**config.mk**
```make
export PLATFORM = sky130hd
export DESIGN_NAME = multi_filt_psum_engine
export DESIGN_NICKNAME = d
export VERILOG_FILES = /design/src/rtl/multi_filt_psum_engine.sv
export SDC_FILE = /design/constraint.sdc
export NUM_CORES = 1
export LEC_CHECK = 0
export CAP_MARGIN = 15
export CORE_ASPECT_RATIO = 1.75
export CORE_MARGIN = 8
export CORE_UTILIZATION = 25
export DETAILED_ROUTE_END_ITERATION = 12
export GPL_TIMING_DRIVEN = 0
export HOLD_SLACK_MARGIN = 0.06
export PLACE_DENSITY = 0.41
export SYNTH_ARGS = -nofsm -noshare
export SYNTH_HDL_FRONTEND = slang
export SYNTH_SLANG_ARGS = --single-unit
```
**constraint.sdc**
```tcl
create_clock -name clk -period 4.76 [get_ports clk]
set_input_delay 0.476 -clock clk [delete_from_list [all_inputs] [get_ports clk]]
set_output_delay 0.476 -clock clk [all_outputs]
set_load 0.1 [all_outputs]
```
**src/rtl/multi_filt_psum_engine.sv**
```systemverilog
// Multi-filter MAC/psum engine: one IF value reused across filters, psum bank, drain.
// Optional PSUM_SAT_EN: saturating accumulation plus sticky sat_flag output.
module multi_filt_psum_engine #(
   parameter int DATA_W     = 8,
   parameter int WGT_W      = 8,
   parameter int ACC_W      = 20,
   parameter int NUM_FILT   = 4,
   parameter int FILT_IDX_W = 2,
   parameter int LEN_W      = 5
) (
   input  logic                  clk,
   input  logic                  rst,
   input  logic                  start,
   input  logic [LEN_W-1:0]      filt_len,
   input  logic [FILT_IDX_W:0]   num_filt,
   input  logic                  psum_in_en,
   input  logic                  in_valid,
   output logic                  in_ready,
   input  logic [DATA_W-1:0]     if_val,
   input  logic [WGT_W-1:0]      wgt_val,
   input  logic                  psum_in_valid,
   output logic                  psum_in_ready,
   input  logic [ACC_W-1:0]      psum_in,
   output logic                  out_valid,
   input  logic                  out_ready,
   output logic [ACC_W-1:0]      out_data,
   output logic [FILT_IDX_W-1:0] out_filt,
   output logic                  busy,
   output logic                  done
`ifdef PSUM_SAT_EN
   ,
   output logic                  sat_flag
`endif
);

   localparam int PROD_W = DATA_W + WGT_W;
   localparam logic [FILT_IDX_W:0] NF_MAX = (FILT_IDX_W+1)'(NUM_FILT);

   typedef enum logic [2:0] {
      IDLE,
      ACCUM,
      FLUSH,
      PSUM,
      DRAIN
   } state_t;

   state_t state, state_n;

   logic [LEN_W-1:0]      cfg_len;
   logic [FILT_IDX_W:0]   cfg_nf;
   logic                  cfg_psum;
   logic [LEN_W-1:0]      k;
   logic [FILT_IDX_W-1:0] f;
   logic [FILT_IDX_W-1:0] prod_f;
   logic [ACC_W-1:0]      prod;
   logic                  prod_v;
   logic [ACC_W-1:0]      bank [NUM_FILT];

   logic                  start_ok;
   logic                  in_fire;
   logic                  ps_fire;
   logic                  out_fire;
   logic                  last_f;
   logic                  last_k;
   logic [PROD_W-1:0]     prod_full;
   logic                  add_en;
   logic [FILT_IDX_W-1:0] add_idx;
   logic [ACC_W-1:0]      add_b;
   logic [ACC_W-1:0]      add_res;

   assign start_ok = (state == IDLE) && start
                   && (num_filt != '0) && (num_filt <= NF_MAX);

   assign in_ready      = (state == ACCUM);
   assign psum_in_ready = (state == PSUM);
   assign out_valid     = (state == DRAIN);
   assign busy          = (state != IDLE);

   assign in_fire  = in_valid && in_ready;
   assign ps_fire  = psum_in_valid && psum_in_ready;
   assign out_fire = out_valid && out_ready;

   assign last_f = ({1'b0, f} == cfg_nf - 1'b1);
   assign last_k = (k == cfg_len - 1'b1);

   assign out_data = out_valid ? bank[f] : '0;
   assign out_filt = out_valid ? f : '0;

   assign prod_full = PROD_W'(if_val) * PROD_W'(wgt_val);

   // Registered products and psum accepts never overlap, so one adder serves both.
   assign add_en  = prod_v || ps_fire;
   assign add_idx = prod_v ? prod_f : f;
   assign add_b   = prod_v ? prod : psum_in;

`ifdef PSUM_SAT_EN
   logic [ACC_W:0] sum_w;
   assign sum_w   = {1'b0, bank[add_idx]} + {1'b0, add_b};
   assign add_res = sum_w[ACC_W] ? '1 : sum_w[ACC_W-1:0];
`else
   assign add_res = bank[add_idx] + add_b;
`endif

   always_ff @(posedge clk or negedge rst) begin
      if (!rst) state <= IDLE;
      else      state <= state_n;
   end

   always_comb begin
      state_n = state;
      unique case (state)
         IDLE: begin
            if (start_ok) begin
               if (filt_len != '0) state_n = ACCUM;
               else if (psum_in_en) state_n = PSUM;
               else state_n = DRAIN;
            end
         end
         ACCUM: begin
            if (in_fire && last_f && last_k) state_n = FLUSH;
         end
         FLUSH: begin
            state_n = cfg_psum ? PSUM : DRAIN;
         end
         PSUM: begin
            if (ps_fire && last_f) state_n = DRAIN;
         end
         DRAIN: begin
            if (out_fire && last_f) state_n = IDLE;
         end
         default: state_n = IDLE;
      endcase
   end

   always_ff @(posedge clk or negedge rst) begin
      if (!rst) begin
         cfg_len  <= '0;
         cfg_nf   <= '0;
         cfg_psum <= 1'b0;
         k        <= '0;
         f        <= '0;
         prod     <= '0;
         prod_f   <= '0;
         prod_v   <= 1'b0;
         done     <= 1'b0;
         for (int i = 0; i < NUM_FILT; i++) bank[i] <= '0;
`ifdef PSUM_SAT_EN
         sat_flag <= 1'b0;
`endif
      end else begin
         done   <= 1'b0;
         prod_v <= in_fire;
         if (in_fire) begin
            prod   <= ACC_W'(prod_full);
            prod_f <= f;
            if (last_f) begin
               f <= '0;
               k <= last_k ? '0 : k + 1'b1;
            end else begin
               f <= f + 1'b1;
            end
         end
         if (add_en) bank[add_idx] <= add_res;
`ifdef PSUM_SAT_EN
         if (add_en && sum_w[ACC_W]) sat_flag <= 1'b1;
`endif
         if (ps_fire || out_fire) f <= last_f ? '0 : f + 1'b1;
         if (out_fire && last_f) done <= 1'b1;
         if (start_ok) begin
            cfg_len  <= filt_len;
            cfg_nf   <= num_filt;
            cfg_psum <= psum_in_en;
            f        <= '0;
            k        <= '0;
            for (int i = 0; i < NUM_FILT; i++) bank[i] <= '0;
`ifdef PSUM_SAT_EN
            sat_flag <= 1'b0;
`endif
         end
      end
   end

endmodule

```
Word level (Yosys, flattened, before mapping)
Cells that the tools add are included.
- eq/ne operators: 10
- multiplexer cells: 32
- add/sub/neg operators: 5
- $mul: 1
- order comparisons: 4
- reductions and logical operators: 23
- bitwise gates (word level): 2
- operator list (operator ; number):
    $mux W80 ; 2
    $mux W20 ; 7
    $bmux W20 S2 ; 2
    $bwmux W80 ; 1
    $demux W20 S2 ; 1
    $mux W3 ; 7
    $add A20 B20 Y20 ; 1
    $mux W5 ; 4
    $mul A8 B8 Y16 ; 1
    $pmux W3 S5 ; 1
    $mux W2 ; 6
    $logic_and A1 B1 Y1 ; 11
    $reduce_bool A3 Y1 ; 3
    $eq A3 B2 Y1 const B ; 2
    $ge A3 B3 Y1 const B ; 2
    $ne A2 B1 Y1 const B ; 3
    $not A2 Y3 ; 2
    $reduce_bool A2 Y1 ; 3
    $add A5 B1 Y5 const B ; 1
    $eq A5 B5 Y1 ; 1
    $reduce_bool A5 Y1 ; 1
    $sub A5 B1 Y5 const B ; 1
    $reduce_and A4 Y1 ; 1
    $eq A2 B3 Y1 ; 1
    11 further kinds ; 12
- bits of input ports: 51
- word-level logic and storage cells: 91
- output and inout bits: 27
- register bits after elaboration: 119

Longest topological paths before layout
Gate-level depths: netlist (run 1).
- depth in word-level cells: 9
- mapped depth: 16
- gate-level depth less buffers: 16

Worst setup path after synthesis (run 1)
No wires, ideal clock.
- kind: in2reg
- start: input if_val[0]
- end: register prod[11]
- data arrival time: 4.064 ns
- setup slack: 0.561 ns
- stages: 14
- buffers on the path: 0
- setup time: 0.135 ns
- data required time: 4.625 ns
- path through: nand2_1 -> fa_1 -> fa_1 -> inv_1 -> fa_1 -> inv_1 -> fa_1 -> inv_1 -> ha_1 -> o21a_1 -> a21boi_0 -> o41ai_1 -> xor2_1 -> o21ai_0
- cells in the longest elaborated chain, start to end: 1
- RTL lines (element ; line ; source):
    from (decl) ; 19 ; input logic [DATA_W-1:0] if_val,
    $mul A8 B8 Y16 ; 89 ; assign prod_full = PROD_W'(if_val) * PROD_W'(wgt_val);
    to (signal assigned) ; 154 ; prod <= ACC_W'(prod_full);
    to (decl) ; 55 ; logic [ACC_W-1:0] prod;
Every way passes these cells.
A chain may end at the register's enable or synchronous reset.

Worst setup path in the final report (run 1)
- start: register prod_v
- end: register bank[79] in the netlist's numbering
- cells in the longest elaborated chain, start to end: 9
- RTL lines (element ; line ; source):
    from (decl) ; 56 ; logic prod_v;
    from (signal assigned) ; 152 ; prod_v <= in_fire;
    $mux W2 ; 93 ; assign add_idx = prod_v ? prod_f : f;
    $not A2 Y3 (implied by the code) ; 101, 163 ;
    $bmux W20 S2, or another cell as far along ; 101 ; assign add_res = bank[add_idx] + add_b;
    $mux W20 (implied by the code) / $logic_and A1 B1 Y1 (equally long branches) ; 101, 163 ;
    $mux W20 (on tied branches) ; 101, 163 ;
    $add A20 B20 Y20 / $demux W20 S2 (equally long branches) ; 101, 163 ;
    $bwmux W80 ; 163 ; if (add_en) bank[add_idx] <= add_res;
    $mux W80 ; 163 ;
    $mux W80 ; 169 ; if (start_ok) begin
    to (signal, indexed assignment) ; 163 ;
    to (decl) ; 57 ; logic [ACC_W-1:0] bank [NUM_FILT];
Several ways; a longest one is shown, not always the timed one. The select of a mux whose other input is x is not followed.

==> results of run 1 <==
[layer usage]
layer / vias up / global-route usage (%) / part of all wire (%)
met4: 0 / 5.77 / 2.5
met2: 183 / 29.0 / 57
met1: 3786 / 15.6 / 37
li1: 3563 / - / -
met5: - / 0 / 0
met3: 40 / 2.50 / 3.6
[cell families (layout without fill, tap and decap cells)]
group | count (synthesis) | in the layout
adder cells (fa/ha/maj) | 95 | 95
buffers and inverters | 108 | 218
multiplexers | 67 | 67
AND/OR/NAND/NOR | 288 | 288
AO/OA/AOI/OAI | 216 | 216
flip-flops | 119 | 119
XOR/XNOR | 28 | 28
[cell usage after synthesis, types with 5 or more instances]
master,instances,share of area [%]
sky130_fd_sc_hd__a211oi_1,6,0.48
sky130_fd_sc_hd__xor2_1,11,1.0
sky130_fd_sc_hd__nand3_1,13,0.69
sky130_fd_sc_hd__mux4_2,40,9.5
sky130_fd_sc_hd__mux2_2,17,2.0
sky130_fd_sc_hd__o211ai_1,5,0.40
sky130_fd_sc_hd__buf_2,10,0.53
sky130_fd_sc_hd__o21ai_0,46,2.4
sky130_fd_sc_hd__nor2b_1,29,1.9
sky130_fd_sc_hd__a32o_1,9,0.95
sky130_fd_sc_hd__or4_1,6,0.48
sky130_fd_sc_hd__and2_1,58,3.8
sky130_fd_sc_hd__nand2b_1,7,0.46
sky130_fd_sc_hd__inv_1,64,2.5
sky130_fd_sc_hd__dfrtp_1,119,31
sky130_fd_sc_hd__nand2_1,88,3.5
sky130_fd_sc_hd__clkbuf_1,20,0.79
sky130_fd_sc_hd__nand4_1,9,0.59
sky130_fd_sc_hd__nor3_1,18,0.95
sky130_fd_sc_hd__a31oi_1,8,0.53
sky130_fd_sc_hd__xnor2_1,16,1.5
sky130_fd_sc_hd__and3_1,7,0.46
sky130_fd_sc_hd__a22o_1,54,5.0
sky130_fd_sc_hd__a21o_1,9,0.71
sky130_fd_sc_hd__buf_6,7,0.83
sky130_fd_sc_hd__ha_1,58,7.7
sky130_fd_sc_hd__o21a_1,5,0.40
sky130_fd_sc_hd__mux2i_1,8,0.85
sky130_fd_sc_hd__nor2_1,31,1.2
sky130_fd_sc_hd__fa_1,37,7.8
sky130_fd_sc_hd__a21oi_1,39,2.1
[registers in the layout (all words and copies together) (netlist names)]
register  cells
f             2
state         3
prod_f        2
cfg_psum      1
cfg_nf        3
cfg_len       5
k             5
prod_v        1
done          1
prod         16
bank         80
[cell type report]
class                      instances  area (sq um)
multi-input combinational        694          6010
fill                            3916         26000
clock buffer                      18           439
sequential                       119          2980
tap                              480           601
clock inverter                    13           133
inverter                          65           244
timing repair buffer              80           827
buffer                            42           234
[tightest hold or removal path, delay by kind of cell]
| kind | cells | cell delay, ns |
|---|---|---|
| AND/OR/NAND/NOR | 2 | 0.16 |
| buffers and inverters | 1 | 0.16 |
[timing repair]
action	CTS	global route
endpoints found under the setup margin	30	5
hold endpoints to repair	31	0
gates resized for setup	7	14
hold buffers	1	0
cloned	0	0
buffers inserted	1	0
pin swaps	1	0
[layout by cell type, fill, tap and decap left out, types with 5 or more instances in the layout]
cell / instances
sky130_fd_sc_hd__nor2b_1: 29
sky130_fd_sc_hd__buf_2: 10
sky130_fd_sc_hd__a31oi_1: 8
sky130_fd_sc_hd__fa_1: 37
sky130_fd_sc_hd__dlymetal6s2s_1: 9
sky130_fd_sc_hd__buf_6: 8
sky130_fd_sc_hd__clkdlybuf4s50_1: 62
sky130_fd_sc_hd__xor2_1: 11
sky130_fd_sc_hd__o211ai_1: 5
sky130_fd_sc_hd__nand2b_1: 7
sky130_fd_sc_hd__a21o_1: 9
sky130_fd_sc_hd__mux2_2: 17
sky130_fd_sc_hd__mux4_2: 40
sky130_fd_sc_hd__mux2i_1: 8
sky130_fd_sc_hd__a32o_1: 9
sky130_fd_sc_hd__nand3_1: 13
sky130_fd_sc_hd__dfrtp_1: 119
sky130_fd_sc_hd__or4_1: 6
sky130_fd_sc_hd__nor3_1: 18
sky130_fd_sc_hd__a22o_1: 54
sky130_fd_sc_hd__xnor2_1: 16
sky130_fd_sc_hd__nand4_1: 9
sky130_fd_sc_hd__o21ai_0: 46
sky130_fd_sc_hd__inv_1: 64
sky130_fd_sc_hd__nand2_1: 88
sky130_fd_sc_hd__a211oi_1: 6
sky130_fd_sc_hd__clkbuf_16: 17
sky130_fd_sc_hd__and2_1: 58
sky130_fd_sc_hd__and3_1: 7
sky130_fd_sc_hd__ha_1: 58
sky130_fd_sc_hd__clkbuf_1: 20
sky130_fd_sc_hd__nor2_1: 31
sky130_fd_sc_hd__a21oi_1: 39
sky130_fd_sc_hd__o21a_1: 5
sky130_fd_sc_hd__clkinvlp_4: 7
[through the flow]
step                      hold slack [ns]  utilization (%)
after floorplan                     0.180                -
after global placement              0.458             28.9
after detailed placement            0.394             29.0
after CTS                           0.473             30.5
after global routing                0.415             30.6
final                               0.401             30.6
[path summary, 6_finish.rpt]
| check | startpoint | end | slack [ns] | cells after the start |
|---|---|---|---|---|
| worst min register to register | prod[0] | prod[0] | 0.47 | 2 |
| min in group asynchronous | rst | bank[14] | 0.49 | 2 |
| worst max register to register | prod_v | bank[79] | 0.26 | 12 |
| worst min-delay path | if_val[0] | prod[0] | 0.40 | 3 |
| worst max-delay path | prod_v | bank[79] | 0.26 | 12 |
| max in group asynchronous | rst | prod[0] | 3.47 | 3 |
[power breakdown]
part | switching [mW] | internal, mW | leakage (nW)
registers | 0.271 | 1.38 | 1.59
clock network | 0.515 | 0.774 | 0.262
logic | 2.53 | 1.67 | 3.22
total | 3.32 | 3.82 | 5.06
==> results.toml, run 1 <==
[synthesis]
synth_compound_area_share_pct = 16.3
synth_edf_count = 0
synth_cell_types = 70
synth_xor_area_share_pct = 2.67
mappedNetlistNets = 1067
synth_cell_area_sq_um = 9470
post_synth_mux_area_share_pct = 12.7
synthFlopType = "sky130_fd_sc_hd__dfrtp_1"
syn-mean-instance-area_sq_um = 10.3
dominant_combinational_cell_family_by_area_after_synthesis = "simple AND/OR/NAND/NOR gates"
yosysWarnings = 0
post_synth_inst_count = 921
async_reset_ff_share_pct = 100
sequential_area_share_after_synthesis_pct = 31.5
synth_fa_ha_area_share_pct = 15.5
synth_simple_gate_area_share_pct = 16.3
yosys_register_bits = 119

[placement]
placement.cell_area_sq_um = 10900
dp.final_hpwl_um = 24700
gp_routability_congestion = 0.794
pre_cts_slack_ns = -0.719
placement.io_buffers = 77
numPlacedInstances = 1479

[routing]
dr.first_iter.drc_count = 374
route.detailed.drc = 0
drt_wl_total_um = 32100
wire_per_inst_um = 21.3
drt_pre_antenna_iters = 4
detail-route-antenna-nets = 0
post_drt_via_cell_ratio = 5.01
via_count = 7572

[clocking]
cts-buffers-inserted = 17
clock_latency_ns = 0.45
clk_pin_slew_ns = 0.06
cts_htree_levels = 4
cts.path.max_buffers = 2
clock_sinks = 119
tritoncts = "done"
clockRootBuffer = "sky130_fd_sc_hd__clkbuf_16"

[worst_hold_path]
timing.hold.worst.class = "in -> reg"

[global_routing]
aggregate_global_routing_overflow = 0
grt_antenna_before_repair = 0
global_route_wire_length_before_repair_um = 49900
globalRouteTotalUtil_pct = 15.0
maximum_number_of_pins_on_one_net_before_global_route_repair = 89
grt_pass1_vias = 8275

[setup_path]
path_delay_family = "buffers and inverters"
critical_path.n_buffers_inverters = 4
worst_setup_path_type = "reg -> reg"
cp_data_arrival_time_ns = 4.83
setup.worst_path.end_class = "register"
critical-path-max-stage-delay_ns = 0.68
path_cells = "buf_6, clkbuf_1, clkbuf_1, mux2i_1, inv_1, ha_1, a211oi_1, o21ai_1, nand4_1, a21oi_1, mux2i_1, nand2_1"
critical_path.max_fanout = 10
timing.critical_path.required_ns = 5.09
timing.critical_path.from_type = "register"
cp_slowest_cell = "sky130_fd_sc_hd__clkbuf_1"

[cells_and_area]
drive_above_1_share_pct = 12.4
final_cell_area_sq_um = 11500
design.final.nets = 1165
area_delta_synth_final_pct = 21.2
num_antenna_cells = 0
layout.cells.non_filler = 1511

[sta]
setup_violations = 0
skew_ns = 0.0107
timing.final.hold_violations = 0
slew_headroom_pct = 28.8
worstMarginPinSlew_ns = 1.06
fmax_mhz = 222
timing.final.crit_period_ns = 4.50
fin_crit_sh_pct = 94.5
setup_slack_of_the_critical_path_after_layout_ns = 0.263
maxSlewViolCount = 0
setup_total_negative_slack_ns = 0
grt_setup_unrepaired = "false"

[pwr]
power.density_cell_area_nw_per_um2 = 623
total_power_mw = 7.14
power.leakage_nw = 5.06
vdd.ir_drop.worst_mv = 0.330

[floorplanning]
design.die.area_sq_um = 44600
die_width_um = 163
coreArea_sq_um = 37500
io-pin-count = 78
std_cell_rows = 94
initial_standard_cell_utilization_of_the_core_pct = 25.2
dieHeight_um = 273

[outcome]
outcome = "finished, final reports clean"

[flow_run]
cap_violations = 0
(Power assumes the default switching activity.)
==> run 2, diff against run 1 <==
--- a/config.mk
+++ b/config.mk
@@ -10,9 +10,10 @@
 export CORE_MARGIN = 8
 export CORE_UTILIZATION = 25
 export DETAILED_ROUTE_END_ITERATION = 12
+export DONT_BUFFER_PORTS = 1
 export GPL_TIMING_DRIVEN = 0
 export HOLD_SLACK_MARGIN = 0.06
-export PLACE_DENSITY = 0.41
+export PLACE_DENSITY = 0.38
 export SYNTH_ARGS = -nofsm -noshare
 export SYNTH_HDL_FRONTEND = slang
 export SYNTH_SLANG_ARGS = --single-unit
==> results.toml, run 2 (synthesized netlist as in run 1, its figures left out) <==
[outcome]
outcome = "finished, final reports clean"

[clocking]
cts_htree_levels = 4
cts.path.max_buffers = 2
clock_sinks = 119
tritoncts = "done"
post_cts.repair.setup_buffers = 0
clockRootBuffer = "sky130_fd_sc_hd__clkbuf_16"
clock_latency_ns = 0.43
cts-buffers-inserted = 17
clk_pin_slew_ns = 0.06

[sta]
timing.final.crit_period_ns = 4.27
timing.final.hold_violations = 0
setup_violations = 0
fmax_mhz = 234
skew_ns = 0.00772
maxSlewViolCount = 0
hold_ws_ns = 0.142
slew_headroom_pct = 21.8
worstMarginPinSlew_ns = 1.17
grt_setup_unrepaired = "false"
setup_total_negative_slack_ns = 0
fin_crit_sh_pct = 89.6

[pwr]
vdd.ir_drop.worst_mv = 0.312
power.share.switching_pct = 45.9
cell_internal_pwr_mw = 3.85
power.leakage_nw = 4.73
power.density_cell_area_nw_per_um2 = 659
share_seq_of_total_power_pct = 23.3
net-switching-power_mw = 3.26
clock_network_power_share_pct = 18.9
combinationalPowerShare_pct = 57.8

[worst_hold_path]
timing.hold.worst.class = "in -> reg"

[setup_path]
setup.worst_path.end_class = "register"
timing.critical_path.required_ns = 5.10
worst_setup_path_type = "reg -> reg"
path_cells = "buf_2, mux2_2, buf_2, mux4_2, ha_1, inv_1, fa_1, nor2b_1, o31ai_2, a2111o_1, nor3b_2, or4_1, o211ai_1"
most_frequent_cell_on_the_critical_path = "sky130_fd_sc_hd__buf_2"
cp_slowest_cell = "sky130_fd_sc_hd__or4_1"
critical-path-max-stage-delay_ns = 0.56
timing.critical_path.from_type = "register"
cp_data_arrival_time_ns = 4.61
reg2reg_setup_slack_ns = 0.49
path_delay_family = "simple AND/OR/NAND/NOR gates"
critical_path.n_buffers_inverters = 3
critical_path.max_fanout = 19

[placement]
placement.io_buffers = 0
dp.final_hpwl_um = 24700
gp_routability_congestion = 0.805

[cells_and_area]
registers.top_by_ff_count = "bank"
layout.cells.most_common = "sky130_fd_sc_hd__dfrtp_1"
largest_register_ffs = 80
area_delta_synth_final_pct = 14.0
layout_common_cells = "sky130_fd_sc_hd__dfrtp_1, sky130_fd_sc_hd__nand2_1, sky130_fd_sc_hd__inv_1"
n_fill_cell = 3982
drive_above_1_share_pct = 15.2
layout_top_registers = "bank: 80 flops, prod: 16 flops"
design.final.nets = 1089

[global_routing]
grt_pass1_vias = 8059
global_route_wire_length_before_repair_um = 49600
maximum_number_of_pins_on_one_net_before_global_route_repair = 120
grt_antenna_before_repair = 2
aggregate_global_routing_overflow = 0
globalRouteTotalUtil_pct = 15.0

[routing]
drt_wl_total_um = 32100
post_drt_via_cell_ratio = 5.04
wire_per_inst_um = 22.3
detail-route-antenna-nets = 0
drt_pre_antenna_iters = 4
via_count = 7244
dr.first_iter.drc_count = 352
route.detailed.drc = 0

[floorplanning]
std_cell_rows = 94
design.die.area_sq_um = 44600
dieHeight_um = 273
die_width_um = 163
io-pin-count = 78
initial_standard_cell_utilization_of_the_core_pct = 25.2
coreArea_sq_um = 37500

[flow_run]
cap_violations = 0
[run 2: cell types whose count changed in the layout (fill, tap and decap cells not counted), sizes merged]
cell,previous run,this run
clkdlybuf4s15,1,0
dlygate4sd2,2,0
clkbuf,40,43
dlymetal6s2s,9,0
diode,0,1
clkinv,5,6
bufinv,2,3
clkinvlp,7,1
clkdlybuf4s50,62,0
[run 2: power by group through the flow]
| stage | clock (mW) | sequential (mW) | combinational [mW] |
|---|---|---|---|
| 4_1_cts | 1.39 | 1.65 | 4.17 |
| 6_report | 1.35 | 1.66 | 4.11 |
| 5_1_grt | 1.43 | 1.71 | 4.53 |
| 3_3_place_gp | 0 | 1.66 | 4.10 |
| 3_5_place_dp | 0 | 1.67 | 4.13 |
| 2_1_floorplan | 0 | 1.57 | 3.06 |
[run 2: stage by stage]
step	setup slack [ns]	std cells	power [mW]	utilization (%)	area [sq um]
2_1_floorplan	0.561	921	4.63	-	9470
3_3_place_gp	-0.290	1401	5.76	26.8	10100
3_5_place_dp	-0.386	1403	5.80	27.1	10200
4_1_cts	0.214	1436	7.22	28.7	10800
5_1_grt	0.217	1436	7.67	28.8	10800
6_report	0.495	1437	7.11	28.8	10800
[run 2: area by class of cell]
type / count / area, sq um / area share [%]
Inverter: 65 / 244 / 2.26
Clock inverter: 9 / 123 / 1.14
Timing Repair Buffer: 4 / 68.8 / 0.638
Buffer: 42 / 235 / 2.18
Clock buffer: 23 / 478 / 4.43
Multi-Input combinational cell: 694 / 6060 / 56.2
Sequential cell: 119 / 2980 / 27.6
Antenna cell: 1 / 2.50 / 0.0232
Tap cell: 480 / 601 / 5.56
[run 2: repair_timing]
action / 4_1_cts / 5_1_grt
resized for setup: 0 / 4
hold endpoints to repair: 119 / 0
endpoints found under the setup margin: 20 / 8
hold buffers: 2 / 0
[run 2: path summary, 6_finish.rpt]
kind | from | to | cells after the start
min | num_filt[0] | cfg_nf[2] | 1
min in group asynchronous | rst | bank[22] | 2
max | f[1] | bank[18] | 13
min reg2reg | prod[2] | prod[2] | 2
max in group asynchronous | rst | bank[58] | 2
max reg2reg | f[1] | bank[18] | 13
[run 2: per-layer routing]
metal  vias to the layer above  GRT usage (%)  share of wire [%]
li1                       3398              -                  -
met1                      3674           15.4                 37
met2                       134           29.0                 57
met3                        38           3.07                3.8
met4                         0           5.31                2.5
met5                         -              0                  0
